===== src/rtl/fetch_pkg.sv =====
// fetch_pkg: shared types and constants for the instruction fetch stage
package fetch_pkg;
  typedef enum logic [1:0] {IDLE, REQUEST, WAIT, DRAIN} fetch_state_t;
  localparam logic [3:0] OP_NOP  = 4'h0;
  localparam logic [3:0] OP_JUMP = 4'hF;
  localparam int OP_LSB   = 12;
  localparam int SRC1_LSB = 8;
  localparam int SRC2_LSB = 4;
  localparam int TGT_LSB  = 0;
  typedef struct packed {
    logic [15:0] instr;
    logic [15:0] addr;
  } fetch_entry_t;
endpackage


===== src/rtl/fetch_queue.sv =====
// fetch_queue: prefetch FIFO of {instruction, address} entries with flush
module fetch_queue
  import fetch_pkg::*;
#(
  parameter int Depth = 2,
  localparam int AW = $clog2(Depth)
) (
  input  logic         clk,
  input  logic         rst_n,
  input  logic         push_i,
  input  logic         pop_i,
  input  logic         flush_i,
  input  fetch_entry_t data_i,
  output fetch_entry_t head_o,
  output logic [AW:0]  count_o
);
  fetch_entry_t mem_q [Depth];
  logic [AW-1:0] wr_q, rd_q;
  logic [AW:0] count_q;
  logic do_push, do_pop;
  assign do_pop  = pop_i && count_q != '0;
  assign do_push = push_i && (count_q != (AW+1)'(Depth) || do_pop);
  assign head_o  = mem_q[rd_q];
  assign count_o = count_q;
  // pointers and occupancy; a flush empties the queue and wins over push/pop
  always_ff @(posedge clk or negedge rst_n)
    if (!rst_n) begin
      wr_q    <= '0;
      rd_q    <= '0;
      count_q <= '0;
    end else if (flush_i) begin
      wr_q    <= '0;
      rd_q    <= '0;
      count_q <= '0;
    end else begin
      wr_q    <= wr_q + AW'(do_push);
      rd_q    <= rd_q + AW'(do_pop);
      count_q <= count_q + (AW+1)'(do_push) - (AW+1)'(do_pop);
    end
  // storage needs no reset: the head is only used while count is non-zero
  always_ff @(posedge clk)
    if (do_push && !flush_i) mem_q[wr_q] <= data_i;
endmodule


===== src/rtl/instruction_fetch.sv =====
// instruction_fetch: fetch FSM, fetch pointer and register-bank control decode
module instruction_fetch
  import fetch_pkg::*;
#(
  parameter int QueueDepth = 2
) (
  input  logic        clk,
  input  logic        rst_n,
  input  logic        redirect_i,
  input  logic [15:0] redirect_address_i,
  output logic        mem_request_o,
  output logic [15:0] mem_address_o,
  input  logic        mem_grant_i,
  input  logic        mem_valid_i,
  input  logic [15:0] mem_data_i,
  output logic        instruction_valid_o,
  input  logic        instruction_ready_i,
  output logic [15:0] instruction_o,
  output logic [15:0] instruction_address_o,
  output logic [3:0]  source1_address_o,
  output logic [3:0]  source2_address_o,
  output logic [1:0]  target_address_o,
  output logic        target_write_enable_o,
  output logic        jump_o
);
  localparam int CW = $clog2(QueueDepth) + 1;
  fetch_state_t state_q, state_d;
  logic [15:0] fp_q, fp_d;
  logic [CW-1:0] count;
  fetch_entry_t head, push_data;
  logic push, pop;
  logic [3:0] opcode;
  assign instruction_valid_o = count != '0;
  assign pop  = instruction_valid_o && instruction_ready_i;
  assign push = state_q == WAIT && mem_valid_i && !redirect_i;
  // the pointer already advanced at grant, so the response belongs to fp - 2
  assign push_data = '{instr: mem_data_i, addr: fp_q - 16'd2};
  fetch_queue #(.Depth(QueueDepth)) u_queue (
    .clk    (clk),
    .rst_n  (rst_n),
    .push_i (push),
    .pop_i  (pop),
    .flush_i(redirect_i),
    .data_i (push_data),
    .head_o (head),
    .count_o(count)
  );
  assign mem_request_o         = state_q == REQUEST;
  assign mem_address_o         = mem_request_o ? fp_q : 16'h0000;
  assign instruction_o         = instruction_valid_o ? head.instr : 16'h0000;
  assign instruction_address_o = instruction_valid_o ? head.addr : 16'h0000;
  assign opcode                = instruction_o[OP_LSB +: 4];
  assign source1_address_o     = instruction_o[SRC1_LSB +: 4];
  assign source2_address_o     = instruction_o[SRC2_LSB +: 4];
  assign target_address_o      = instruction_o[TGT_LSB +: 2];
  assign jump_o                = opcode == OP_JUMP;
  assign target_write_enable_o = opcode != OP_NOP && opcode != OP_JUMP;
  // state and fetch pointer registers
  always_ff @(posedge clk or negedge rst_n)
    if (!rst_n) begin
      state_q <= IDLE;
      fp_q    <= 16'h0000;
    end else begin
      state_q <= state_d;
      fp_q    <= fp_d;
    end
  // next state and pointer; redirect outranks every other event in its cycle
  always_comb begin
    state_d = state_q;
    fp_d    = redirect_i ? {redirect_address_i[15:1], 1'b0} :
              (state_q == REQUEST && mem_grant_i) ? fp_q + 16'd2 : fp_q;
    case (state_q)
      IDLE:    state_d = (!redirect_i && int'(count) < QueueDepth) ? REQUEST : IDLE;
      REQUEST: state_d = mem_grant_i ? (redirect_i ? DRAIN : WAIT) : (redirect_i ? IDLE : REQUEST);
      WAIT:    state_d = redirect_i ? (mem_valid_i ? IDLE : DRAIN) :
                         !mem_valid_i ? WAIT :
                         (int'(count) + 1 - int'(pop) < QueueDepth) ? REQUEST : IDLE;
      DRAIN:   state_d = mem_valid_i ? IDLE : DRAIN;
      default: state_d = IDLE;
    endcase
  end
endmodule


===== config.mk =====
export PLATFORM = sky130hd
export DESIGN_NAME = instruction_fetch
export DESIGN_NICKNAME = d
export VERILOG_FILES = /design/src/rtl/fetch_pkg.sv /design/src/rtl/fetch_queue.sv /design/src/rtl/instruction_fetch.sv
export SDC_FILE = /design/constraint.sdc
export NUM_CORES = 1
export LEC_CHECK = 0
export CAP_MARGIN = 20
export CORE_ASPECT_RATIO = 1.25
export CORE_UTILIZATION = 45
export CTS_CLUSTER_SIZE = 16
export DETAILED_ROUTE_END_ITERATION = 8
export MAX_ROUTING_LAYER = met4
export PLACE_DENSITY = 0.76
export SLEW_MARGIN = 40
export SYNTH_ARGS = -nofsm -noshare
export SYNTH_HDL_FRONTEND = slang
export SYNTH_SLANG_ARGS = --single-unit

===== constraint.sdc =====
create_clock -name clk -period 2.7 [get_ports clk]
set_clock_uncertainty 0.05 [all_clocks]
set_input_delay 0.27 -clock clk [delete_from_list [all_inputs] [get_ports clk]]
set_output_delay 0.27 -clock clk [all_outputs]
set_load 0.005 [all_outputs]

## After elaboration in Yosys (flattened, before gate mapping)

Memories as Yosys holds them, arrays and structs flattened.
Cells that the tools add are included.
Widths: inputs -> output; s select.

| storage, ports and cells | value |
|---|---|
| register bits after elaboration | 22 |
| RAM bits | 64 |
| bits of input ports | 38 |
| output and inout port bits | 62 |
| word-level logic and storage cells | 56 |
| memories kept | 1 |

Memory list:

| name | words | width | rd ports | clocked after memory_dff | write ports | line | text |
|---|---|---|---|---|---|---|---|
| u_queue.mem_q | 2 | 32 | 1 | 0 | 1 | fetch_queue.sv:17 | `fetch_entry_t mem_q [Depth];` |

| cells by class | value |
|---|---|
| $add $sub $neg | 8 |
| order comparisons | 2 |
| eq/ne operators | 6 |
| mux-type cells | 19 |
| reduce and logical (&&, ||, !) cells | 15 |

Operator list:

| kind | number |
|---|---|
| $mux 16 | 5 |
| $add 16x2->16 const B | 1 |
| $sub 16x2->16 const B | 1 |
| $mux 2 | 5 |
| $logic_and 1x1->1 | 9 |
| $mux 1 | 8 |
| $pmux 2 s4 | 1 |
| $eq 2x2->1 const B | 2 |
| $eq 4x4->1 const B | 1 |
| $lt 4x3->1 const B | 1 |
| $ne 4x4->1 const B | 1 |
| $reduce_bool 2->1 | 2 |
| $reduce_bool 4->1 | 1 |
| $sub 3x1->4 | 1 |
| $add 2x1->3 const B | 1 |
| $add 1x1->1 | 2 |
| $add 2x1->2 | 1 |
| $eq 2x1->1 const B | 1 |
| $logic_not 2->1 | 1 |
| $lt 2x2->1 const B | 1 |
| $ne 2x2->1 const B | 1 |
| $sub 2x1->2 | 1 |
| $logic_not 1->1 | 1 |
| $logic_or 1x1->1 | 1 |

## Depth between registers and ports, before layout

| depth | value |
|---|---|
| depth after elaboration | 8 |
| mapped depth | 11 |
| depth with buffers taken out | 10 |

## By module

From an unflattened synthesis, not the netlist that was laid out.

| unflattened totals | value |
|---|---|
| cells, all modules | 340 |
| area total of the unflattened synthesis | 4211.5 µm² |

Modules (own cells, without submodules):

| module | times used | cells each | area each (µm²) | sequential area each (µm²) |
|---|---|---|---|---|
| fetch_queue | 1 | 121 | 2541.2 | 2021.9 |
| instruction_fetch | 1 | 219 | 1670.4 | 425.4 |

## Worst setup path after synthesis

Ideal clock, no wire load.

| timing path | value |
|---|---|
| path type | register -> register |
| start | register state_q[0] |
| end | memory u_queue.mem_q[0][10] (netlist bit) (enable) |
| library setup time | 0.423 ns |
| arrival | 2.287 ns |
| data required time | 2.227 ns |
| path slack | -0.060 ns |
| cell stages (with the launch flop) | 5 |
| buffers on the path | 1 |
| clock period less this slack | 2.760 ns |
| cell sequence | dfrtp_1 buf_2 nor2_1 and4_1 nor2b_1 |

| on the way | value |
|---|---|
| word-level cells in the longest chain between the ends | 7 |

Ends and longest elaborated chain:

| item | line | text |
|---|---|---|
| start, declared | instruction_fetch.sv:27 | `fetch_state_t state_q, state_d;` |
| start signal, assigned | instruction_fetch.sv:64 | `state_q <= state_d;` |
| $eq 2x2->1 | instruction_fetch.sv:35 | `assign push = state_q == WAIT && mem_valid_i && !redirect_i;` |
| $logic_and 1x1->1 (2 in a row) | instruction_fetch.sv:35 |  |
| $logic_and 1x1->1 | fetch_queue.sv:22 | `assign do_push = push_i && (count_q != (AW+1)'(Depth) \|\| do_pop);` |
| $logic_and 1x1->1 | fetch_queue.sv:42 | `if (do_push && !flush_i) mem_q[wr_q] <= data_i;` |
| $mux 1 | fetch_queue.sv:42 |  |
| $mux 1 (not written as such) | fetch_queue.sv:42 |  |
| end, declared | fetch_queue.sv:17 |  |

Every way passes these cells.

## Worst setup path in the final report

| timing path | value |
|---|---|
| start | register u_queue.count_q[1] (netlist: u_queue.count_o[1]) |
| end | output port target_write_enable_o |

| on the way | value |
|---|---|
| word-level cells in the longest chain between the ends | 4 |
| elaborated cells between the ends (all ways) | 5 |
| those cells by class | eq/ne (1); mux (1); reduce/logical (3) |

Ends and longest elaborated chain:

| item | line | text |
|---|---|---|
| start, declared | fetch_queue.sv:19 | `logic [AW:0] count_q;` |
| start signal, assigned | fetch_queue.sv:38 | `count_q <= count_q + (AW+1)'(do_push) - (AW+1)'(do_pop);` |
| $reduce_bool 2->1 (*) | instruction_fetch.sv:33 | `assign instruction_valid_o = count != '0;` |
| $mux 16 (*) | instruction_fetch.sv:50 | `assign instruction_o = instruction_valid_o ? head.instr : 16'h0000;` |
| $ne 4x4->1 or $reduce_bool 4->1 (tied branches) | instruction_fetch.sv:57 | `assign target_write_enable_o = opcode != OP_NOP && opcode != OP_JUMP;` |
| $logic_and 1x1->1 (*) | instruction_fetch.sv:57 |  |
| end, declared | instruction_fetch.sv:23 | `output logic target_write_enable_o,` |

Every way passes the cells marked *; elsewhere a longest branch is shown, timed or not.

==> results.toml <==
[critical_path]
slowest_stage = "clkdlybuf4s50_1"
startpoint_type = "flip-flop"
worstSetupPathType = "flip-flop to output pin"
crit_top_cell = "nor2_1"
cp_top_family = "buffers and inverters"
critPathBufInv = 2
crit_fanout = 16
max_stage_delay_ns = 0.53
crit_required_ns = 2.38
cp.depth = 6
r2r_cells = 10
cp-end-kind = "output pin"
cp_cell_sequence = "nor2_2, buf_4, nor2_1, and4_1, nor2_1, clkdlybuf4s50_1"
worstPathArrival_ns = 2.17

[clock_network]
clockBufferDepth = 2
worstSkewPairLatency_ns = 0.35
hold_buffers = 0
post_cts_buffers = 0
clock_sinks = 83
cts_resized = 0
ctsRootBufferMaster = "clkbuf_8"
clkTransAtPathRegs_ns = 0.08
cts_buffers = 9
cts_tree = "yes"
h-tree-depth = 3

[cells_and_area]
layout_commonest_cell = "clkdlybuf4s50_1"
fillers = 711
seq_area_um2 = 2390
area_growth_pct = 28.5
layout_common_cells = "96 x clkdlybuf4s50_1, 62 x edfxtp_1, 45 x nor2_1"
final_nets = 471
antenna_cells = 0
layout-drive-gt1-share_pct = 7.16
multiInputGateArea_um2 = 1440

[routing]
totalWireLength_um = 7950
drtPass1Iterations = 4
first_iter_violations = 130
vias = 2751
wl_per_cell_um = 14.4
final_antenna_net_count = 0
drc_errors = 0
vias_per_cell = 4.97

[logic_synthesis]
ys_ff_latch = 83
synth_top_area_cell = "edfxtp_1"
ys.flop_type = "edfxtp_1"
avgSynthCellArea_um2 = 11.7
yosysSeqAreaShare_pct = 58.9
yosysUniqueCellTypes = 40
syn_inst = 347
yosysTopAreaCellShare_pct = 45.9
synth_area_leaders = "edfxtp_1 46%, dfrtp_1 13%, mux2i_1 7.7%"
netlist_area_um2 = 4060
synth_async_sr_flop_share_pct = 25.3
yosys_warnings = 0
synth_edf_count = 62

[grt]
grt_usage_pct = 18.5
grt_pass1_wl_um = 12900
antenna_found_initial = 0
grt_max_degree = 39
grt_overflow = 0
grt_pass1_vias = 2724

[timing]
final.period_utilization_pct = 92.4
rsz0062_at_grt = "no"
slew_violations = 0
hold-worst-slack_ns = 0.206
clock.fmax_mhz = 401
setup_viol = 0
fin_crit_ns = 2.49
hold_viol = 0
tns_ns = 0
fin_ws_ns = 0.206

[die]
start_util_pct = 46.6
io_pins = 100
coreArea_um2 = 8700
die-area_um2 = 9400
fp.dieW_um = 86.9
fp.dieH_um = 108
rows = 38

[hold_path]
hp-class = "input pin to async pin"

[power_and_ir_drop]
ir_drop_v = 0.000309
power.share.combinational_pct = 43.1
p_seq_share_pct = 38.4
power_switching_w = 0.00135
p_leak_nw = 1.84
powerDensity_nw_per_um2 = 825
power_frac_clock_pct = 18.5
p_sw_share_pct = 31.3
p_int_w = 0.00295

[run]
max_cap_viol_count = 0

[place]
place_congestion = 0.847
dp_slack_ns = 0.513
dp_hpwl_um = 5620
port_buffers = 96

[status]
outcome = "complete, no violations"
## metal layers
metal	vias up	share of wire, %	global-route usage [%]
li1	1353	-	-
met1	1292	41	21.6
met2	98	52	30.7
met3	8	5.6	3.21
met4	0	1.6	9.17
met5	-	0	-
## path summary, 6_finish.rpt
kind	to	from	slack [ns]
worst max-delay path	target_write_enable_o	u_queue.count_o[1]	0.21
worst min-delay path	u_queue.rd_q	rst_n	0.21
worst max register to register	u_queue.count_o[1]	u_queue.count_o[1]	0.75
worst min register to register	u_queue.wr_q	u_queue.wr_q	0.55
max in group asynchronous	u_queue.rd_q	rst_n	2.16
min in group clk	fp_q[15]	redirect_address_i[15]	0.42
## power groups by stage
| stage | Sequential (W) | Clock (W) | Combinational [W] |
|---|---|---|---|
| after CTS | 0.00165 | 0.000820 | 0.00188 |
| after global routing | 0.00167 | 0.000878 | 0.00204 |
| after floorplan | 0.00159 | 0 | 0.00102 |
| after detailed placement | 0.00168 | 0 | 0.00188 |
| final | 0.00165 | 0.000793 | 0.00185 |
| after global placement | 0.00167 | 0 | 0.00182 |
## through the flow
step / power (W) / std cells / area, um2 / utilization [%]
3_5_place_dp: 0.00355 / 537 / 5040 / 57.9
4_1_cts: 0.00435 / 553 / 5210 / 59.9
3_3_place_gp: 0.00349 / 537 / 5040 / 57.9
6_report: 0.00430 / 553 / 5210 / 59.9
5_1_grt: 0.00459 / 553 / 5210 / 59.9
2_1_floorplan: 0.00260 / 348 / 4060 / -
## cell families (layout without fill, tap and decap cells)
| group | count (synthesis) | after routing | share of synthesized area, % |
|---|---|---|---|
| buffers and inverters | 46 | 131 | 5.95 |
| other | 1 | 2 | 0.0925 |
| xor gates and xnor gates | 27 | 27 | 5.83 |
| muxes | 32 | 32 | 7.93 |
| adders and majority gates | 5 | 5 | 1.54 |
| DFF | 83 | 83 | 58.9 |
| and+or+nand+nor | 131 | 131 | 16.4 |
| AOI/OAI and AO/OA | 22 | 22 | 3.33 |
## registers in the layout (all words and copies together), names as in the netlist
signal,cells
state_q,2
u_queue.mem_q,62
fp_q,15
u_queue.wr_q,1
u_queue.rd_q,1
u_queue.count_o,2
## cell type report
cell class	instances	share of cell area, %
Tap cell	120	2.88
Sequential cell	83	45.8
Clock buffer	14	3.12
Multi-Input combinational cell	219	27.5
Inverter	10	0.720
Timing Repair Buffer	105	19.7
Clock inverter	2	0.192
## Yosys cell counts (10+ instances only)
cell      number
xnor2_1       14
xor2_1        13
nor2_1        46
o21ai_0       12
nand2_1       26
and2_1        15
inv_1         10
mux2i_1       31
buf_4         16
dfrtp_1       21
edfxtp_1      62
Note: power is estimated with default switching activity, not from simulation.
